--- src/rtl/mips_ctrl_pkg.sv ---
// Shared definitions for the multicycle MIPS control unit: opcode/funct
// values, ALU function codes (identical to the ALU's own encodings) and the
// controller state enum.
package mips_ctrl_pkg;

    // Opcodes (IR[31:26])
    localparam logic [5:0] OP_RTYPE  = 6'b000000;
    localparam logic [5:0] OP_REGIMM = 6'b000001;
    localparam logic [5:0] OP_J      = 6'b000010;
    localparam logic [5:0] OP_BEQ    = 6'b000100;
    localparam logic [5:0] OP_BNE    = 6'b000101;
    localparam logic [5:0] OP_BLEZ   = 6'b000110;
    localparam logic [5:0] OP_BGTZ   = 6'b000111;
    localparam logic [5:0] OP_ADDI   = 6'b001000;
    localparam logic [5:0] OP_ADDIU  = 6'b001001;
    localparam logic [5:0] OP_SLTI   = 6'b001010;
    localparam logic [5:0] OP_ANDI   = 6'b001100;
    localparam logic [5:0] OP_ORI    = 6'b001101;
    localparam logic [5:0] OP_XORI   = 6'b001110;
    localparam logic [5:0] OP_LUI    = 6'b001111;
    localparam logic [5:0] OP_LW     = 6'b100011;
    localparam logic [5:0] OP_SW     = 6'b101011;

    // Special funct values (IR[5:0]) that are not ALU operations
    localparam logic [5:0] FN_JR      = 6'b001000;
    localparam logic [5:0] FN_SYSCALL = 6'b001100;

    // ALU function codes; R-type codes equal the MIPS funct field
    localparam logic [5:0] ALU_SLL  = 6'b000000;
    localparam logic [5:0] ALU_SRL  = 6'b000010;
    localparam logic [5:0] ALU_SRA  = 6'b000011;
    localparam logic [5:0] ALU_SLLV = 6'b000100;
    localparam logic [5:0] ALU_SRLV = 6'b000110;
    localparam logic [5:0] ALU_SRAV = 6'b000111;
    localparam logic [5:0] ALU_LUI  = 6'b001111;
    localparam logic [5:0] ALU_ADD  = 6'b100000;
    localparam logic [5:0] ALU_ADDU = 6'b100001;
    localparam logic [5:0] ALU_SUB  = 6'b100010;
    localparam logic [5:0] ALU_SUBU = 6'b100011;
    localparam logic [5:0] ALU_AND  = 6'b100100;
    localparam logic [5:0] ALU_OR   = 6'b100101;
    localparam logic [5:0] ALU_XOR  = 6'b100110;
    localparam logic [5:0] ALU_NOR  = 6'b100111;
    localparam logic [5:0] ALU_SLT  = 6'b101010;
    localparam logic [5:0] ALU_SLTU = 6'b101011;
    localparam logic [5:0] ALU_BEQ  = 6'b111000;
    localparam logic [5:0] ALU_BNE  = 6'b111001;
    localparam logic [5:0] ALU_BLEZ = 6'b111010;
    localparam logic [5:0] ALU_BGTZ = 6'b111011;
    localparam logic [5:0] ALU_BGEZ = 6'b111100;

    typedef enum logic [3:0] {
        ST_IDLE,
        ST_FETCH,
        ST_DECODE,
        ST_EXEC_R,
        ST_EXEC_I,
        ST_ALU_WB,
        ST_BRANCH,
        ST_JUMP,
        ST_JR,
        ST_MEM_ADDR,
        ST_MEM_RD,
        ST_MEM_WB,
        ST_MEM_WR,
        ST_HALT,
        ST_ERROR
    } state_t;

    // R-type funct values the ALU implements directly
    function automatic logic is_alu_funct(input logic [5:0] f);
        case (f)
            ALU_SLL, ALU_SRL, ALU_SRA, ALU_SLLV, ALU_SRLV, ALU_SRAV,
            ALU_ADD, ALU_ADDU, ALU_SUB, ALU_SUBU, ALU_AND, ALU_OR,
            ALU_XOR, ALU_NOR, ALU_SLT, ALU_SLTU: return 1'b1;
            default:                             return 1'b0;
        endcase
    endfunction

    function automatic logic is_branch_op(input logic [5:0] op);
        case (op)
            OP_BEQ, OP_BNE, OP_BLEZ, OP_BGTZ, OP_REGIMM: return 1'b1;
            default:                                      return 1'b0;
        endcase
    endfunction

    function automatic logic is_imm_op(input logic [5:0] op);
        case (op)
            OP_ADDI, OP_ADDIU, OP_SLTI, OP_ANDI,
            OP_ORI, OP_XORI, OP_LUI:  return 1'b1;
            default:                  return 1'b0;
        endcase
    endfunction

endpackage

--- src/rtl/mips_alu_func_dec.sv ---
// Combinational opcode/funct -> ALU function code map. R-type passes funct
// straight through; immediates and branches get their dedicated codes.
module mips_alu_func_dec
    import mips_ctrl_pkg::*;
(
    input  logic [5:0] opcode,
    input  logic [5:0] funct,
    output logic [5:0] alu_func
);

    // Map the instruction fields onto the ALU encoding
    always_comb begin
        alu_func = ALU_ADDU;
        case (opcode)
            OP_RTYPE:          alu_func = funct;
            OP_ADDI, OP_ADDIU: alu_func = ALU_ADDU;
            OP_SLTI:           alu_func = ALU_SLT;
            OP_ANDI:           alu_func = ALU_AND;
            OP_ORI:            alu_func = ALU_OR;
            OP_XORI:           alu_func = ALU_XOR;
            OP_LUI:            alu_func = ALU_LUI;
            OP_BEQ:            alu_func = ALU_BEQ;
            OP_BNE:            alu_func = ALU_BNE;
            OP_BLEZ:           alu_func = ALU_BLEZ;
            OP_BGTZ:           alu_func = ALU_BGTZ;
            OP_REGIMM:         alu_func = ALU_BGEZ;
            default:           alu_func = ALU_ADDU;
        endcase
    end

endmodule

--- src/rtl/mips_ctrl_fsm.sv ---
// Multicycle MIPS control unit. Moore FSM sequencing fetch/decode/execute/
// memory/writeback, driving ALU function code and datapath enables, with a
// bounded memory request/ready handshake.
// Optional feature: define MIPS_CTRL_PERF_EN to add cycle_cnt/instr_cnt.
module mips_ctrl_fsm
    import mips_ctrl_pkg::*;
#(
    parameter int MEM_WAIT_MAX = 15,
    parameter int CNT_W        = 32
) (
    input  logic             clk,
    input  logic             rst_b,
    input  logic [5:0]       opcode,
    input  logic [5:0]       funct,
    input  logic             alu_zero,
    input  logic             mem_ready,
    output logic [5:0]       alu_func,
    output logic             alu_src_a,
    output logic [1:0]       alu_src_b,
    output logic             mem_req,
    output logic             mem_read,
    output logic             mem_write,
    output logic             i_or_d,
    output logic             ir_write,
    output logic             reg_write,
    output logic             reg_dst,
    output logic             mem_to_reg,
    output logic             pc_write,
    output logic             pc_write_cond,
    output logic [1:0]       pc_source,
    output logic             halt,
`ifdef MIPS_CTRL_PERF_EN
    output logic [CNT_W-1:0] cycle_cnt,
    output logic [CNT_W-1:0] instr_cnt,
`endif
    output logic             err
);

    localparam int WAIT_W = (MEM_WAIT_MAX < 2) ? 1 : $clog2(MEM_WAIT_MAX + 1);

    state_t            state_reg, state_next;
    logic [WAIT_W-1:0] wait_reg, wait_next;
    logic [5:0]        dec_func;
    logic              mem_state;
    logic              wait_expired;

    // The branch decision (pc_write_cond & alu_zero) is applied in the
    // datapath; the controller only presents the qualified write.
    logic unused_ok;
    assign unused_ok = alu_zero | (CNT_W < 1);

    mips_alu_func_dec u_func_dec (
        .opcode   (opcode),
        .funct    (funct),
        .alu_func (dec_func)
    );

    assign mem_state    = (state_reg == ST_FETCH) || (state_reg == ST_MEM_RD) ||
                          (state_reg == ST_MEM_WR);
    assign wait_expired = (wait_reg == WAIT_W'(MEM_WAIT_MAX - 1));

    // State register and memory wait counter
    always_ff @(posedge clk or posedge rst_b) begin
        if (rst_b) begin
            state_reg <= ST_IDLE;
            wait_reg  <= '0;
        end else begin
            state_reg <= state_next;
            wait_reg  <= wait_next;
        end
    end

    // Next-state logic and Moore output decode
    always_comb begin
        state_next    = state_reg;
        // counter restarts whenever no request is outstanding or one completes
        wait_next     = (mem_state && !mem_ready) ? wait_reg + 1'b1 : '0;
        alu_func      = '0;
        alu_src_a     = 1'b0;
        alu_src_b     = 2'd0;
        mem_req       = 1'b0;
        mem_read      = 1'b0;
        mem_write     = 1'b0;
        i_or_d        = 1'b0;
        ir_write      = 1'b0;
        reg_write     = 1'b0;
        reg_dst       = 1'b0;
        mem_to_reg    = 1'b0;
        pc_write      = 1'b0;
        pc_write_cond = 1'b0;
        pc_source     = 2'd0;
        halt          = 1'b0;
        err           = 1'b0;
        case (state_reg)
            ST_IDLE: state_next = ST_FETCH;
            ST_FETCH: begin
                mem_req   = 1'b1;
                mem_read  = 1'b1;
                ir_write  = 1'b1;
                pc_write  = 1'b1;
                alu_src_b = 2'd1;
                alu_func  = ALU_ADDU;
                if (mem_ready)         state_next = ST_DECODE;
                else if (wait_expired) state_next = ST_ERROR;
            end
            ST_DECODE: begin
                // branch target PC + (imm << 2) is precomputed into ALUOut
                alu_src_b = 2'd3;
                alu_func  = ALU_ADDU;
                if (opcode == OP_RTYPE) begin
                    if (funct == FN_JR)               state_next = ST_JR;
                    else if (funct == FN_SYSCALL)     state_next = ST_HALT;
                    else if (is_alu_funct(funct))     state_next = ST_EXEC_R;
                    else                              state_next = ST_ERROR;
                end else if (opcode == OP_J)          state_next = ST_JUMP;
                else if (is_branch_op(opcode))        state_next = ST_BRANCH;
                else if (is_imm_op(opcode))           state_next = ST_EXEC_I;
                else if (opcode == OP_LW || opcode == OP_SW)
                                                      state_next = ST_MEM_ADDR;
                else                                  state_next = ST_ERROR;
            end
            ST_EXEC_R: begin
                alu_src_a  = 1'b1;
                alu_func   = dec_func;
                state_next = ST_ALU_WB;
            end
            ST_EXEC_I: begin
                // immediates operate on reg A (rs), not on the PC
                alu_src_a  = 1'b1;
                alu_src_b  = 2'd2;
                alu_func   = dec_func;
                state_next = ST_ALU_WB;
            end
            ST_ALU_WB: begin
                reg_write  = 1'b1;
                reg_dst    = (opcode == OP_RTYPE);
                state_next = ST_FETCH;
            end
            ST_BRANCH: begin
                alu_src_a     = 1'b1;
                pc_write_cond = 1'b1;
                pc_source     = 2'd1;
                alu_func      = dec_func;
                state_next    = ST_FETCH;
            end
            ST_JUMP: begin
                pc_write   = 1'b1;
                pc_source  = 2'd2;
                state_next = ST_FETCH;
            end
            ST_JR: begin
                pc_write   = 1'b1;
                pc_source  = 2'd3;
                state_next = ST_FETCH;
            end
            ST_MEM_ADDR: begin
                alu_src_a  = 1'b1;
                alu_src_b  = 2'd2;
                alu_func   = ALU_ADDU;
                state_next = (opcode == OP_LW) ? ST_MEM_RD : ST_MEM_WR;
            end
            ST_MEM_RD: begin
                mem_req  = 1'b1;
                mem_read = 1'b1;
                i_or_d   = 1'b1;
                if (mem_ready)         state_next = ST_MEM_WB;
                else if (wait_expired) state_next = ST_ERROR;
            end
            ST_MEM_WB: begin
                mem_to_reg = 1'b1;
                reg_write  = 1'b1;
                state_next = ST_FETCH;
            end
            ST_MEM_WR: begin
                mem_req   = 1'b1;
                mem_write = 1'b1;
                i_or_d    = 1'b1;
                if (mem_ready)         state_next = ST_FETCH;
                else if (wait_expired) state_next = ST_ERROR;
            end
            ST_HALT:  halt = 1'b1;
            ST_ERROR: err  = 1'b1;
            default:  state_next = ST_ERROR;
        endcase
    end

`ifdef MIPS_CTRL_PERF_EN
    logic [CNT_W-1:0] cycle_cnt_reg, instr_cnt_reg;
    logic             running, completing;

    assign running    = !(state_reg inside {ST_IDLE, ST_HALT, ST_ERROR});
    assign completing = (state_next == ST_FETCH) &&
                        (state_reg inside {ST_ALU_WB, ST_MEM_WB, ST_MEM_WR,
                                           ST_BRANCH, ST_JUMP, ST_JR});

    // Free-running, wrapping performance counters
    always_ff @(posedge clk or posedge rst_b) begin
        if (rst_b) begin
            cycle_cnt_reg <= '0;
            instr_cnt_reg <= '0;
        end else begin
            if (running)    cycle_cnt_reg <= cycle_cnt_reg + 1'b1;
            if (completing) instr_cnt_reg <= instr_cnt_reg + 1'b1;
        end
    end

    assign cycle_cnt = cycle_cnt_reg;
    assign instr_cnt = instr_cnt_reg;
`endif

endmodule

--- config.mk ---
export PLATFORM = sky130hd
export DESIGN_NAME = mips_ctrl_fsm
export DESIGN_NICKNAME = d
export VERILOG_FILES = /design/src/rtl/mips_ctrl_pkg.sv /design/src/rtl/mips_alu_func_dec.sv /design/src/rtl/mips_ctrl_fsm.sv
export SDC_FILE = /design/constraint.sdc
export NUM_CORES = 1
export LEC_CHECK = 0
export CORE_UTILIZATION = 25
export CTS_CLUSTER_DIAMETER = 120
export DETAILED_ROUTE_END_ITERATION = 7
export PLACE_DENSITY = 0.56
export SKIP_CTS_REPAIR_TIMING = 1
export SYNTH_ARGS = -nofsm -noshare
export SYNTH_HDL_FRONTEND = slang
export SYNTH_SLANG_ARGS = --single-unit
--- constraint.sdc ---
create_clock -name clk -period 1.84 [get_ports clk]
set_input_delay 0.368 -clock clk [delete_from_list [all_inputs] [get_ports clk]]
set_output_delay 0.368 -clock clk [all_outputs]
set_load 0.03 [all_outputs]
==> key figures <==
Run status
  • Outcome: finished with violations
  • Failing checks: design-rule violations, negative setup slack

Floorplanning
  • I/O pin cnt: 39
  • Initial core utilization: 26.6%
  • Chip height: 71.0 um
  • Core area: 0.00447 sq mm
  • Site Rows: 24
  • Chip width: 71.0 um
  • Die area: 0.00504 sq mm

Timing
  • RSZ-0062 raised after global routing: true
  • Slew HR: 69.8%
  • Final hold slack: 0.386 ns
  • Crit share post-route: 107%
  • Skew final: 0.00206 ns
  • Slew @ Worst Pin: 0.452 ns
  • Period minus WS final: 1.98 ns
  • Final hold vios: 0
  • Final setup fails: 4
  • Fmax: 0.506 GHz
  • Max-slew violations: 0
  • Setup WS post-layout: -0.137 ns

Synth
  • Syn_nets: 193
  • Yosys warnings: 0
  • Part of the Yosys area used for sequential elements: 16.8%
  • Post-Synthesis Mean Instance Area: 6.81 sq um
  • Asr flop ratio synth: 100%
  • Mapped cell area: 0.00119 sq mm
  • Synthesized flop and latch total: 8
  • Ys flop type: dfrtp_1
  • Post-synth EDFFs: 0
  • Mapped Cells: 175
  • Post-synthesis cell type count: 51

Pwr
  • Power Density: 1390 mW/mm^2
  • Peak supply drop: 0.570 mV
  • Leak Pwr: 1.01 nW

Worst setup path
  • Setup CP Type: flip-flop to output port
  • Crit-path cells: buf_6 -> or4b_4 -> inv_2 -> or2_4 -> buf_6
  • Worst path max stage delay: 0.56 ns
  • CP max stage cell: or4b_4
  • CP Buf/Inv Count: 3
  • R2R Path Start: state_reg[0]$_DFFE_PP0N_
  • Crit path DAT: 1.61 ns
  • Critical Path Start Type: flip-flop
  • Required time worst endpoint: 1.47 ns
  • Crit-path max FO: 5
  • Worst setup path startpoint: state_reg[3]$_DFFE_PP0N_
  • Crit. End Element: output port
  • Critical path's top delay family: simple AND/OR/NAND/NOR gates
  • Most used cell, CP: buf_6

Routing
  • Post-DRT Antenna Nets: 0
  • DRC Markers: 4
  • WL final: 4.06 mm
  • DR pass1 iterations: 7
  • Drt wl/cell: 13.0 um
  • Via/cell ratio: 5.08
  • Vias: 1580
  • Initial DRC count: 86

Final layout
  • Diodes inserted: 0
  • Area growth, synth to finish: 90.5%
  • Fin nets: 279
  • Most common cell after layout, fill and taps aside: buf_4
  • Commonest cells after routing, fill and taps aside: buf_4 (59), nor2_1 (19), buf_6 (19)
  • Finished Cell Area: 0.00227 sq mm
  • Layout cells sized above 1: 49.8%

CTS
  • CTS Buf Count: 3
  • Htree depth: 1
  • CTS sink count: 8
  • Clock latency on the worst-skew pair: 0.22 ns
  • CTS tree: done
  • Root Buffer: clkbuf_8
  • Clk slew on worst S/H paths: 0.04 ns
  • Clock Path Buffers: 2

Job
  • Max_cap viols: 0

Global routing
  • Vias in the first global route: 1407
  • Global-route wire length before repair: 6.44 mm
  • Total GRT Usage: 15.7%
  • Initial antenna violation count: 0
  • Largest net degree at the start of global routing: 17
  • Grt ovf: 0

Placed design
  • Detail Placement HPWL: 3.16 mm
  • Global placer's final weighted congestion: 0.873
  • Area after DPL: 0.00191 sq mm
  • IO buf count: 37

Hold path
  • HP Class: input pin to asynchronous set/reset pin
-- where the power goes --
group	internal [mW]	switching, mW	total (mW)
sequential	0.235	0.0405	0.275
combinational	1.28	1.40	2.68
clock	0.141	0.0579	0.199
total	1.65	1.50	3.15
-- per-layer routing --
layer	vias to the layer above	track usage [%]	part of all wire [%]
met1	733	21.7	45
met3	2	1.14	3.6
met4	0	3.33	0.47
met2	42	26.9	51
li1	803	-	-
met5	-	0	0
-- path summary, 6_finish.rpt --
check                           slack, ns                  endpoint  cells past startpoint
worst max-delay path                -0.14                   mem_req                      5
worst min-delay path                 0.39  state_reg[1]$_DFFE_PP0N_                      2
worst max register to register       0.08  state_reg[2]$_DFFE_PP0N_                      6
worst min register to register       0.47     wait_reg[0]$_DFF_PP0_                      1
max in group asynchronous            1.21  state_reg[3]$_DFFE_PP0N_                      2
min in group clk                     0.47     wait_reg[0]$_DFF_PP0_                      1
-- kinds of logic after synthesis --
logic type      Yosys count  share of synthesized area [%]
simple gates             89                           40.1
compound gates           49                           28.2
buf+inv                  19                           6.51
flops                     8                           16.8
xor+xnor                  4                           2.94
mux                       4                           3.36
fa+ha+maj                 2                           2.10
-- metrics by stage --
stage          power (mW)  setup TNS, ns  utilization (%)  cells  setup slack [ns]
5_1_grt              3.38          -1.04             50.7    311            -0.178
3_5_place_dp         2.50          -4.67             42.8    296            -0.708
4_1_cts              2.70          -4.75             43.7    299            -0.716
6_report             3.15         -0.296             50.7    311            -0.137
3_3_place_gp         2.48          -4.59             42.8    296            -0.634
2_1_floorplan        1.61         -0.184                -    175           -0.0793
-- cells in the mapped netlist, drive strengths merged (4+ instances only) --
| library cell | instances | area, sq um |
|---|---|---|
| nor2 | 24 | 90.1 |
| o21ai | 11 | 55.1 |
| buf | 6 | 28.8 |
| clkbuf | 7 | 26.3 |
| a21oi | 9 | 45.0 |
| nor2b | 4 | 25.0 |
| dfrtp | 8 | 200 |
| nand2 | 20 | 75.1 |
| nand2b | 9 | 56.3 |
| nand3 | 6 | 30.0 |
| nor3 | 6 | 30.0 |
| mux2i | 4 | 40.0 |
| inv | 5 | 18.8 |
-- cell type report --
cell class,count,area (sq um)
Tap cell,52,65.1
Clock buffer,3,41.3
Sequential cell,8,203
Multi-Input combinational cell,148,1110
Fill cell,433,2200
Timing Repair Buffer,94,830
Inverter,6,22.5
(Power assumes the default switching activity.)
